<file path="src/rtl/main_ctrl_fsm_pkg.sv">
// Shared types and encodings for the multicycle RV32 main controller.
// No ports: state enum, opcodes, imm formats and datapath select codes.
package main_ctrl_fsm_pkg;

  typedef enum logic [3:0] {
    FETCH, DECODE, MEMADR, MEMREAD,
    MEMWB, MEMWRITE, EXECR, EXECI,
    ALUWB, BRANCH, JAL, JALR,
    JALRWB, LUI, AUIPC, TRAP
  } state_e;

  localparam logic [6:0] OP_LOAD  = 7'b0000011;
  localparam logic [6:0] OP_STORE = 7'b0100011;
  localparam logic [6:0] OP_R     = 7'b0110011;
  localparam logic [6:0] OP_I     = 7'b0010011;
  localparam logic [6:0] OP_BR    = 7'b1100011;
  localparam logic [6:0] OP_JAL   = 7'b1101111;
  localparam logic [6:0] OP_JALR  = 7'b1100111;
  localparam logic [6:0] OP_LUI   = 7'b0110111;
  localparam logic [6:0] OP_AUIPC = 7'b0010111;

  localparam logic [2:0] F3_BEQ = 3'b000;
  localparam logic [2:0] F3_BNE = 3'b001;

  localparam logic [2:0] IMM_I = 3'd0;
  localparam logic [2:0] IMM_S = 3'd1;
  localparam logic [2:0] IMM_B = 3'd2;
  localparam logic [2:0] IMM_J = 3'd3;
  localparam logic [2:0] IMM_U = 3'd4;

  localparam logic [1:0] SA_PC    = 2'b00;
  localparam logic [1:0] SA_OLDPC = 2'b01;
  localparam logic [1:0] SA_RS1   = 2'b10;
  localparam logic [1:0] SA_ZERO  = 2'b11;

  localparam logic [1:0] SB_RS2  = 2'b00;
  localparam logic [1:0] SB_IMM  = 2'b01;
  localparam logic [1:0] SB_FOUR = 2'b10;

  localparam logic [1:0] RS_ALUOUT = 2'b00;
  localparam logic [1:0] RS_DATA   = 2'b01;
  localparam logic [1:0] RS_ALURES = 2'b10;

  localparam logic [1:0] AO_ADD  = 2'b00;
  localparam logic [1:0] AO_SUB  = 2'b01;
  localparam logic [1:0] AO_FUNC = 2'b10;

endpackage

</file>
<file path="src/rtl/main_ctrl_fsm_if.sv">
// Controller bundle: instruction fields and flags in, control strobes out.
// master drives op/funct3/zero/mem_ready; slave (controller) drives the rest.
interface main_ctrl_fsm_if #(
  parameter int IMM_SRC_W = 3
);
  logic [6:0]           op;
  logic [2:0]           funct3;
  logic                 zero;
  logic                 mem_ready;
  logic                 pc_write;
  logic                 adr_src;
  logic                 mem_write;
  logic                 ir_write;
  logic                 reg_write;
  logic                 branch;
  logic                 illegal;
  logic [1:0]           result_src;
  logic [1:0]           alu_src_a;
  logic [1:0]           alu_src_b;
  logic [1:0]           alu_op;
  logic [IMM_SRC_W-1:0] imm_src;
  logic [3:0]           state_o;

  modport master (
    output op, funct3, zero, mem_ready,
    input  pc_write, adr_src, mem_write,
    input  ir_write, reg_write, branch,
    input  illegal, result_src, alu_src_a,
    input  alu_src_b, alu_op, imm_src,
    input  state_o
  );

  modport slave (
    input  op, funct3, zero, mem_ready,
    output pc_write, adr_src, mem_write,
    output ir_write, reg_write, branch,
    output illegal, result_src, alu_src_a,
    output alu_src_b, alu_op, imm_src,
    output state_o
  );
endinterface

</file>
<file path="src/rtl/main_ctrl_fsm_imm_fmt_dec.sv">
// Opcode -> immediate format decoder, purely combinational.
// Ports: op (7b) in, imm_src (IMM_SRC_W) out.
module imm_fmt_dec
  import main_ctrl_fsm_pkg::*;
#(
  parameter bit SUPPORT_U = 1'b1,
  parameter int IMM_SRC_W = 3
) (
  input  logic [6:0]           op,
  output logic [IMM_SRC_W-1:0] imm_src
);

  logic [2:0] fmt;

  always_comb begin
    fmt = IMM_I;
    unique case (op)
      OP_STORE:         fmt = IMM_S;
      OP_BR:            fmt = IMM_B;
      OP_JAL:           fmt = IMM_J;
      OP_LUI, OP_AUIPC: fmt = SUPPORT_U ? IMM_U : IMM_I;
      default:          fmt = IMM_I;
    endcase
  end

  assign imm_src = IMM_SRC_W'(fmt);

endmodule

</file>
<file path="src/rtl/main_ctrl_fsm.sv">
// Moore main controller for a multicycle RV32 datapath.
// Ports: clk, rst_n (async, active-low), bus (main_ctrl_fsm_if.slave).
module main_ctrl_fsm
  import main_ctrl_fsm_pkg::*;
#(
  parameter bit SUPPORT_U = 1'b1,
  parameter int IMM_SRC_W = 3
) (
  input  logic           clk,
  input  logic           rst_n,
  main_ctrl_fsm_if.slave bus
);

  state_e state_q, state_d;

  logic is_load, is_store, is_r, is_i;
  logic is_br, is_jal, is_jalr;
  logic is_lui, is_auipc;

  assign is_load  = bus.op == OP_LOAD;
  assign is_store = bus.op == OP_STORE;
  assign is_r     = bus.op == OP_R;
  assign is_i     = bus.op == OP_I;
  assign is_br    = bus.op == OP_BR;
  assign is_jal   = bus.op == OP_JAL;
  assign is_jalr  = bus.op == OP_JALR;
  assign is_lui   = SUPPORT_U && bus.op == OP_LUI;
  assign is_auipc = SUPPORT_U && bus.op == OP_AUIPC;

  always_ff @(posedge clk or negedge rst_n) begin
    if (!rst_n) state_q <= FETCH;
    else        state_q <= state_d;
  end

  always_comb begin
    state_d = state_q;
    unique case (state_q)
      FETCH:    if (bus.mem_ready) state_d = DECODE;
      DECODE: begin
        unique case (1'b1)
          is_load, is_store: state_d = MEMADR;
          is_r:              state_d = EXECR;
          is_i:              state_d = EXECI;
          is_br:             state_d = BRANCH;
          is_jal:            state_d = JAL;
          is_jalr:           state_d = JALR;
          is_lui:            state_d = LUI;
          is_auipc:          state_d = AUIPC;
          default:           state_d = TRAP;
        endcase
      end
      MEMADR:   state_d = is_store ? MEMWRITE : MEMREAD;
      MEMREAD:  if (bus.mem_ready) state_d = MEMWB;
      MEMWB:    state_d = FETCH;
      MEMWRITE: if (bus.mem_ready) state_d = FETCH;
      EXECR:    state_d = ALUWB;
      EXECI:    state_d = ALUWB;
      ALUWB:    state_d = FETCH;
      BRANCH:   state_d = FETCH;
      JAL:      state_d = ALUWB;
      JALR:     state_d = JALRWB;
      JALRWB:   state_d = FETCH;
      LUI:      state_d = ALUWB;
      AUIPC:    state_d = ALUWB;
      TRAP:     state_d = TRAP;
    endcase
  end

  logic       pc_w, mem_w, ir_w, reg_w, ill;
  logic       adr, br;
  logic [1:0] rs, sa, sb, ao;
  logic       br_take;

  assign br_take = (bus.funct3 == F3_BEQ &&  bus.zero)
                || (bus.funct3 == F3_BNE && !bus.zero);

  always_comb begin
    pc_w  = 1'b0;
    mem_w = 1'b0;
    ir_w  = 1'b0;
    reg_w = 1'b0;
    ill   = 1'b0;
    adr   = 1'b0;
    br    = 1'b0;
    rs    = RS_ALUOUT;
    sa    = SA_PC;
    sb    = SB_RS2;
    ao    = AO_ADD;
    unique case (state_q)
      FETCH: begin
        sb   = SB_FOUR;
        rs   = RS_ALURES;
        ir_w = bus.mem_ready;
        pc_w = bus.mem_ready;
      end
      DECODE: begin
        sa = SA_OLDPC;
        sb = SB_IMM;
      end
      MEMADR: begin
        sa = SA_RS1;
        sb = SB_IMM;
      end
      MEMREAD:  adr = 1'b1;
      MEMWB: begin
        rs    = RS_DATA;
        reg_w = 1'b1;
      end
      MEMWRITE: begin
        adr   = 1'b1;
        mem_w = 1'b1;
      end
      EXECR: begin
        sa = SA_RS1;
        ao = AO_FUNC;
      end
      EXECI: begin
        sa = SA_RS1;
        sb = SB_IMM;
        ao = AO_FUNC;
      end
      ALUWB:    reg_w = 1'b1;
      BRANCH: begin
        sa   = SA_RS1;
        ao   = AO_SUB;
        br   = 1'b1;
        pc_w = br_take;
      end
      JAL: begin
        sa   = SA_OLDPC;
        sb   = SB_FOUR;
        pc_w = 1'b1;
      end
      JALR: begin
        sa   = SA_RS1;
        sb   = SB_IMM;
        rs   = RS_ALURES;
        pc_w = 1'b1;
      end
      JALRWB: begin
        sa    = SA_OLDPC;
        sb    = SB_FOUR;
        rs    = RS_ALURES;
        reg_w = 1'b1;
      end
      LUI: begin
        sa = SA_ZERO;
        sb = SB_IMM;
      end
      AUIPC: begin
        sa = SA_OLDPC;
        sb = SB_IMM;
      end
      TRAP:     ill = 1'b1;
    endcase
  end

  // FETCH strobes follow mem_ready combinationally, so reset must
  // mask the enables directly rather than rely on the state alone.
  assign bus.pc_write   = pc_w  & rst_n;
  assign bus.mem_write  = mem_w & rst_n;
  assign bus.ir_write   = ir_w  & rst_n;
  assign bus.reg_write  = reg_w & rst_n;
  assign bus.illegal    = ill   & rst_n;
  assign bus.adr_src    = adr;
  assign bus.branch     = br;
  assign bus.result_src = rs;
  assign bus.alu_src_a  = sa;
  assign bus.alu_src_b  = sb;
  assign bus.alu_op     = ao;
  assign bus.state_o    = state_q;

  imm_fmt_dec #(
    .SUPPORT_U (SUPPORT_U),
    .IMM_SRC_W (IMM_SRC_W)
  ) u_imm (
    .op      (bus.op),
    .imm_src (bus.imm_src)
  );

endmodule

</file>
<file path="src/flat_wrapper.sv">
// flat-port wrapper written by rule: the top's interface ports become plain ports
module main_ctrl_fsm_flat import main_ctrl_fsm_pkg::*;
#(
  parameter bit SUPPORT_U = 1'b1,
  parameter int IMM_SRC_W = 3
)
  (clk, rst_n, bus_op, bus_funct3, bus_zero, bus_mem_ready, bus_pc_write, bus_adr_src, bus_mem_write, bus_ir_write, bus_reg_write, bus_branch, bus_illegal, bus_result_src, bus_alu_src_a, bus_alu_src_b, bus_alu_op, bus_imm_src, bus_state_o);
  main_ctrl_fsm_if #(.IMM_SRC_W(IMM_SRC_W)) bus_i ();
  input  logic clk;
  input  logic rst_n;
  input wire logic [$bits(bus_i.op)-1:0] bus_op;
  input wire logic [$bits(bus_i.funct3)-1:0] bus_funct3;
  input wire logic [$bits(bus_i.zero)-1:0] bus_zero;
  input wire logic [$bits(bus_i.mem_ready)-1:0] bus_mem_ready;
  output wire logic [$bits(bus_i.pc_write)-1:0] bus_pc_write;
  output wire logic [$bits(bus_i.adr_src)-1:0] bus_adr_src;
  output wire logic [$bits(bus_i.mem_write)-1:0] bus_mem_write;
  output wire logic [$bits(bus_i.ir_write)-1:0] bus_ir_write;
  output wire logic [$bits(bus_i.reg_write)-1:0] bus_reg_write;
  output wire logic [$bits(bus_i.branch)-1:0] bus_branch;
  output wire logic [$bits(bus_i.illegal)-1:0] bus_illegal;
  output wire logic [$bits(bus_i.result_src)-1:0] bus_result_src;
  output wire logic [$bits(bus_i.alu_src_a)-1:0] bus_alu_src_a;
  output wire logic [$bits(bus_i.alu_src_b)-1:0] bus_alu_src_b;
  output wire logic [$bits(bus_i.alu_op)-1:0] bus_alu_op;
  output wire logic [$bits(bus_i.imm_src)-1:0] bus_imm_src;
  output wire logic [$bits(bus_i.state_o)-1:0] bus_state_o;
  assign bus_i.op = bus_op;
  assign bus_i.funct3 = bus_funct3;
  assign bus_i.zero = bus_zero;
  assign bus_i.mem_ready = bus_mem_ready;
  assign bus_pc_write = bus_i.pc_write;
  assign bus_adr_src = bus_i.adr_src;
  assign bus_mem_write = bus_i.mem_write;
  assign bus_ir_write = bus_i.ir_write;
  assign bus_reg_write = bus_i.reg_write;
  assign bus_branch = bus_i.branch;
  assign bus_illegal = bus_i.illegal;
  assign bus_result_src = bus_i.result_src;
  assign bus_alu_src_a = bus_i.alu_src_a;
  assign bus_alu_src_b = bus_i.alu_src_b;
  assign bus_alu_op = bus_i.alu_op;
  assign bus_imm_src = bus_i.imm_src;
  assign bus_state_o = bus_i.state_o;
  main_ctrl_fsm #(.SUPPORT_U(SUPPORT_U), .IMM_SRC_W(IMM_SRC_W)) u_core (.clk(clk), .rst_n(rst_n), .bus(bus_i));
endmodule
</file>
<file path="config.mk">
export PLATFORM = sky130hd
export DESIGN_NAME = main_ctrl_fsm_flat
export DESIGN_NICKNAME = d
export VERILOG_FILES = /design/src/rtl/main_ctrl_fsm_pkg.sv /design/src/rtl/main_ctrl_fsm_if.sv /design/src/rtl/main_ctrl_fsm_imm_fmt_dec.sv /design/src/rtl/main_ctrl_fsm.sv /design/src/flat_wrapper.sv
export SDC_FILE = /design/constraint.sdc
export NUM_CORES = 1
export LEC_CHECK = 0
export ABC_CLOCK_PERIOD_IN_PS = 1680
export CAP_MARGIN = 5
export CORE_UTILIZATION = 39
export DETAILED_ROUTE_END_ITERATION = 10
export GPL_ROUTABILITY_DRIVEN = 0
export GPL_TIMING_DRIVEN = 1
export PLACE_DENSITY_LB_ADDON = 0.2
export SETUP_SLACK_MARGIN = 0.02
export SKIP_LAST_GASP = 1
export SYNTH_ARGS = -nofsm -noshare
export SYNTH_HDL_FRONTEND = slang
export SYNTH_SLANG_ARGS = --single-unit
</file>
<file path="constraint.sdc">
create_clock -name clk -period 1.68 [get_ports clk]
set_input_delay 0.42 -clock clk [delete_from_list [all_inputs] [get_ports clk]]
set_output_delay 0.42 -clock clk [all_outputs]
set_load 0.02 [all_outputs]
</file>
==> results of run 1 <==
## repair_timing
item,4_1_cts
cloned,0
gates resized for setup,126
hold buffers,0
buffers inserted,9
endpoints found under the setup margin,25
pin swaps,13
## cell families after synthesis
| logic type | Yosys count |
|---|---|
| flip-flops | 4 |
| XOR/XNOR | 4 |
| multiplexers | 1 |
| AND/OR/NAND/NOR | 55 |
| AO/OA/AOI/OAI | 25 |
| buffers and inverters | 13 |
## metal layers
| layer | track usage | overflow |
|---|---|---|
| met1 | 0.594 | 0 |
| met4 | 0.775 | 10 |
| met5 | 0 | 0 |
| met3 | 0.350 | 0 |
| met2 | 0.860 | 4 |
## stage by stage
stage | std cells | TNS (ps) | setup WS, ps | area [um2] | util
3_3_place_gp | 183 | -8090 | -693 | 1350 | 0.858
4_1_cts | 196 | -862 | -145 | 1450 | 0.921
2_1_floorplan | 102 | -210 | -123 | 774 | -
3_5_place_dp | 183 | -8740 | -698 | 1350 | 0.858
==> summary.txt, run 1 <==
Run status
  • Outcome: stopped before the end
  • Failing step: 5_1_grt
  • Tool error: [ERROR GRT-0232] Routing congestion too high. Check the congestion heatmap in the GUI.

Yosys
  • Syn avg cell area: 6.69 um2
  • Compound-Gate Fraction of Synth Area: 0.233
  • Yosys reg bits: 4
  • Top-area cell type share of the netlist area: 0.147
  • Post-synth EDFFs: 0
  • YS warnings: 0
  • Top post-synthesis cells by count: 15 x nand2_1, 11 x nor2_1, 8 x o21ai_0
  • Adder-Cell Fraction of Synth Area: 0
  • Simple-gate share of the synthesized area: 0.446
  • Count leader, synth: nand2_1
  • Netlist cell types: 39
  • Mux share of post-synthesis cell area: 0.0147
  • Synth area leaders: dfrtp_1 15%, nand2_1 8.3%, nor2_1 6.1%, o21ai_0 5.9%, a21oi_1 4.4%
  • Main combinational cell family by area after synthesis: simple AND/OR/NAND/NOR gates
  • Synthesized instance count: about 100
  • Post-Synth XOR/XNOR Area: 0.0514
  • Asr flop ratio synth: 1.00
  • Prevailing post-synth register cell: dfrtp_1
  • Syn nets: roughly 120
  • Post-synthesis sequential area ratio: 0.147
  • Post-Syn Area: about 680 um2
  • Yosys top cell by area: dfrtp_1

Clock network
  • Clock Path Buffers: 2
  • Htree depth: 1
  • CTS Root Cell: clkbuf_4
  • Num CTS Buffers: 3
  • CTS Sinks: 4

Die
  • Core Rows: 14
  • Die height: between 40 and 50 um
  • Die width: about 44 um
  • I/O pin count: 36
  • Initial Utilization: 0.433

Global route
  • Congestion Overflow GR: 14
  • Tot GR Track Use: 0.627
  • Largest net degree at the start of global routing: 10

Placement
  • I/O Buffers: 35
  • DP Wirelength: 2.12 mm

Timing
  • Worst-path endpoint after global-route repair_timing: bus_alu_op[0]
  • Kind of the worst endpoint: output port
==> inputs of run 2 (changes only) <==
--- a/config.mk
+++ b/config.mk
@@ -7,12 +7,12 @@
 export LEC_CHECK = 0
 export ABC_CLOCK_PERIOD_IN_PS = 1680
 export CAP_MARGIN = 5
-export CORE_UTILIZATION = 39
+export CORE_AREA = 2 2 63 65
 export DETAILED_ROUTE_END_ITERATION = 10
+export DIE_AREA = 0 0 65 67
 export GPL_ROUTABILITY_DRIVEN = 0
 export GPL_TIMING_DRIVEN = 1
-export PLACE_DENSITY_LB_ADDON = 0.2
-export SETUP_SLACK_MARGIN = 0.02
+export PLACE_DENSITY_LB_ADDON = 0.15
 export SKIP_LAST_GASP = 1
 export SYNTH_ARGS = -nofsm -noshare
 export SYNTH_HDL_FRONTEND = slang
==> run 2 against run 1 <==
Against the previous run:
- the flow now finishes, with violations (setup timing)
- synthesized cell count did not move
- area after synthesis stayed put
==> summary.txt, run 2 <==
Pwr
  • Switching Share: 0.451
  • Pwr per Cell Area: 1580 mW/mm2
  • P_leak: 0.737 nW
  • Psw: about 1.1 mW
  • Combinational group share of total power: 0.830
  • Worst vdd ir: 0.000377 V
  • Reg power frac: 0.091
  • Power Internal: about 1.4 mW
  • Clock power share: 0.079

Timing
  • Unrepaired setup endpoints after global routing: yes
  • Worst relative slew slack: 0.709
  • Pin slew with the least headroom to its limit: ~430 ps
  • Fin crit share: 1.05
  • Slew Limit Fails: 0
  • Setup-failing EPs final: 9
  • Setup TNS: -455 ps
  • F_max: 566 MHz
  • Final hold violations: 0
  • Min Hold Slack: around 380 ps
  • Fin crit period: around 1800 ps
  • Skew final: between 4 and 5 ps
  • Final setup margin: -85.7 ps

Critical path
  • Worst path slowest cell: dfrtp_2
  • Crit path kind: reg -> out
  • CP top delay family: flip-flops
  • Worst Path Required: between 1000 and 1500 ps
  • CP startpoint kind: register
  • Setup crit end kind: output port
  • CP Buf/Inv Count: 3
  • Arr. time, crit path: between 1000 and 1500 ps
  • Cell mode on critical path: buf_6
  • Critical path's largest stage delay: around 440 ps
  • Max FO, Critical Path: 5
  • CP cell instances: buf_6 > buf_6 > xor2_4 > and3_4 > buf_6

Layout
  • Layout Cells excl Fill: around 230
  • Number of flip-flops under the largest register name: 4
  • Number of diodes: 0
  • Final instance area: around 0.0016 mm2
  • Share of cells above drive strength 1: 0.620
  • Most common cell after layout, fill and taps aside: buf_4
  • Layout area overhead: 135%
  • Highest-count cells in the layout ignoring fill and taps: 45 x buf_4, 21 x buf_6, 11 x nand2_1, 11 x dlygate4sd2_1, 6 x nor2_1
  • Final net count: slightly below 200

Clock network
  • Reg clk slew, reported paths: 30 ps
  • Clock Path Buffers: 2
  • Hold Buf Count CTS: 0
  • CTS Sinks: 4
  • Clk Latency, worst-skew pair: around 220 ps
  • Htree depth: 1
  • CTS Root Cell: clkbuf_8
  • Num CTS Buffers: 3
  • CTS tree: yes

Yosys
  • Syn nets: between 100 and 150
  • Post-synth EDFFs: 0
  • Synth area leaders: dfrtp_1 15%, nand2_1 8.3%, nor2_1 6.1%, o21ai_0 5.9%, a21oi_1 4.4%
  • Top-area cell type share of the netlist area: 0.147
  • Yosys top cell by area: dfrtp_1
  • Yosys reg bits: 4
  • Top post-synthesis cells by count: 15 x nand2_1, 11 x nor2_1, 8 x o21ai_0
  • Asr flop ratio synth: 1.00
  • Count leader, synth: nand2_1
  • Prevailing post-synth register cell: dfrtp_1
  • Netlist cell types: 39
  • Post-Syn Area: 682 um2
  • Synthesized instance count: between 100 and 150
  • Post-synthesis sequential area ratio: 0.147
  • Syn avg cell area: around 6.7 um2
  • YS warnings: 0

Min path
  • Tightest Hold Check Type: in -> async

Job
  • Max Cap Viol: 0

Drt
  • Post-route DRC violation count: 0
  • Vias per Instance: 4.58
  • DR WL/cell: approximately 12 um
  • DRT Pass-1 Iters: 4
  • Final ANT Viol Nets: 0
  • Via count: between 1000 and 1500
  • 1st-iter DRT viols: 23
  • Total Wirelength: between 2 and 3 mm

Die
  • Initial Utilization: 0.189
  • Die width: 65 um
  • Core area: between 0.003 and 0.004 mm2
  • I/O pin count: 36
  • Core Rows: 22
  • Die height: approximately 67 um
  • Die Footprint: between 0.004 and 0.005 mm2

Placement
  • I/O Buffers: 35
  • Placed cell area: 0.00140 mm2
  • Cell Count Post-Placement: 217
  • DP Wirelength: about 2.1 mm

Global route
  • Number of global-route vias before repair: about 1000
  • Largest net degree at the start of global routing: 9
  • Tot GR Track Use: 0.131
  • Antenna violations before repair: 0
  • First-pass GRT wire length: approximately 4.4 mm
  • Congestion Overflow GR: 0

Run status
  • Outcome: finished with violations
  • Failing checks: setup timing
[run 2: cell families after synthesis]
family / Yosys count / synth area share
multiplexers: 1 / 0.0147
XOR/XNOR: 4 / 0.0514
AND/OR/NAND/NOR: 55 / 0.446
flip-flops: 4 / 0.147
buffers and inverters: 13 / 0.108
AO/OA/AOI/OAI: 25 / 0.233
[run 2: through the flow]
| step | setup slack [ps] | total power [mW] | util |
|---|---|---|---|
| 4_1_cts | -123 | 2.31 | 0.416 |
| 3_3_place_gp | -697 | 2.00 | 0.389 |
| 3_5_place_dp | -728 | 2.01 | 0.389 |
| 2_1_floorplan | -123 | 1.17 | - |
| 5_1_grt | -138 | 2.72 | 0.444 |
| 6_report | -85.7 | 2.53 | 0.444 |
[run 2: power by group through the flow]
stage	combinational, mW	clock (mW)	sequential [mW]
after floorplan	0.929	0	0.244
after global placement	1.78	0	0.221
after detailed placement	1.79	0	0.218
after CTS	1.88	0.204	0.222
after global routing	2.27	0.207	0.241
final	2.10	0.199	0.232
[run 2: worst min-delay path, delay by kind of cell]
kind | cells | cell delay (ps)
buffers and inverters | 3 | 480
[run 2: cell type report]
class	instances	area, um2
fillers	386	2000
repair buffers	83	711
multi-input cells	85	669
flip-flops and latches	4	104
well taps	48	60.1
clock buffers	3	41.3
inverters	4	17.5
[run 2: worst paths after layout]
kind | start | end | slack, ps | cells after the start
max | u_core.bus.state_o[1] | bus_adr_src | -90 | 5
min | rst_n | u_core.bus.state_o[3] | 380 | 3
max reg2reg | u_core.bus.state_o[0] | u_core.bus.state_o[1] | 250 | 5
min reg2reg | u_core.bus.state_o[3] | u_core.bus.state_o[0] | 820 | 4
max in group asynchronous | rst_n | u_core.bus.state_o[1] | 1180 | 3
min in group clk | bus_op[4] | u_core.bus.state_o[2] | 710 | 4
[run 2: timing repair]
| item | in CTS | in global routing |
|---|---|---|
| gates resized for setup | 131 | 39 |
| pin swaps | 11 | 5 |
| endpoints found under the setup margin | 25 | 21 |
| buffers inserted | 5 | 2 |
| gates cloned | 0 | 0 |
[run 2: per-layer routing]
| metal | vias up | routed length (um) | track usage |
|---|---|---|---|
| met4 | 0 | 38 | 0.0612 |
| met5 | - | 0 | 0 |
| met2 | 32 | 1470 | 0.250 |
| li1 | 521 | - | - |
| met1 | 482 | 1040 | 0.139 |
| met3 | 4 | 138 | 0.0203 |
Power figures use the tool's default switching activity.
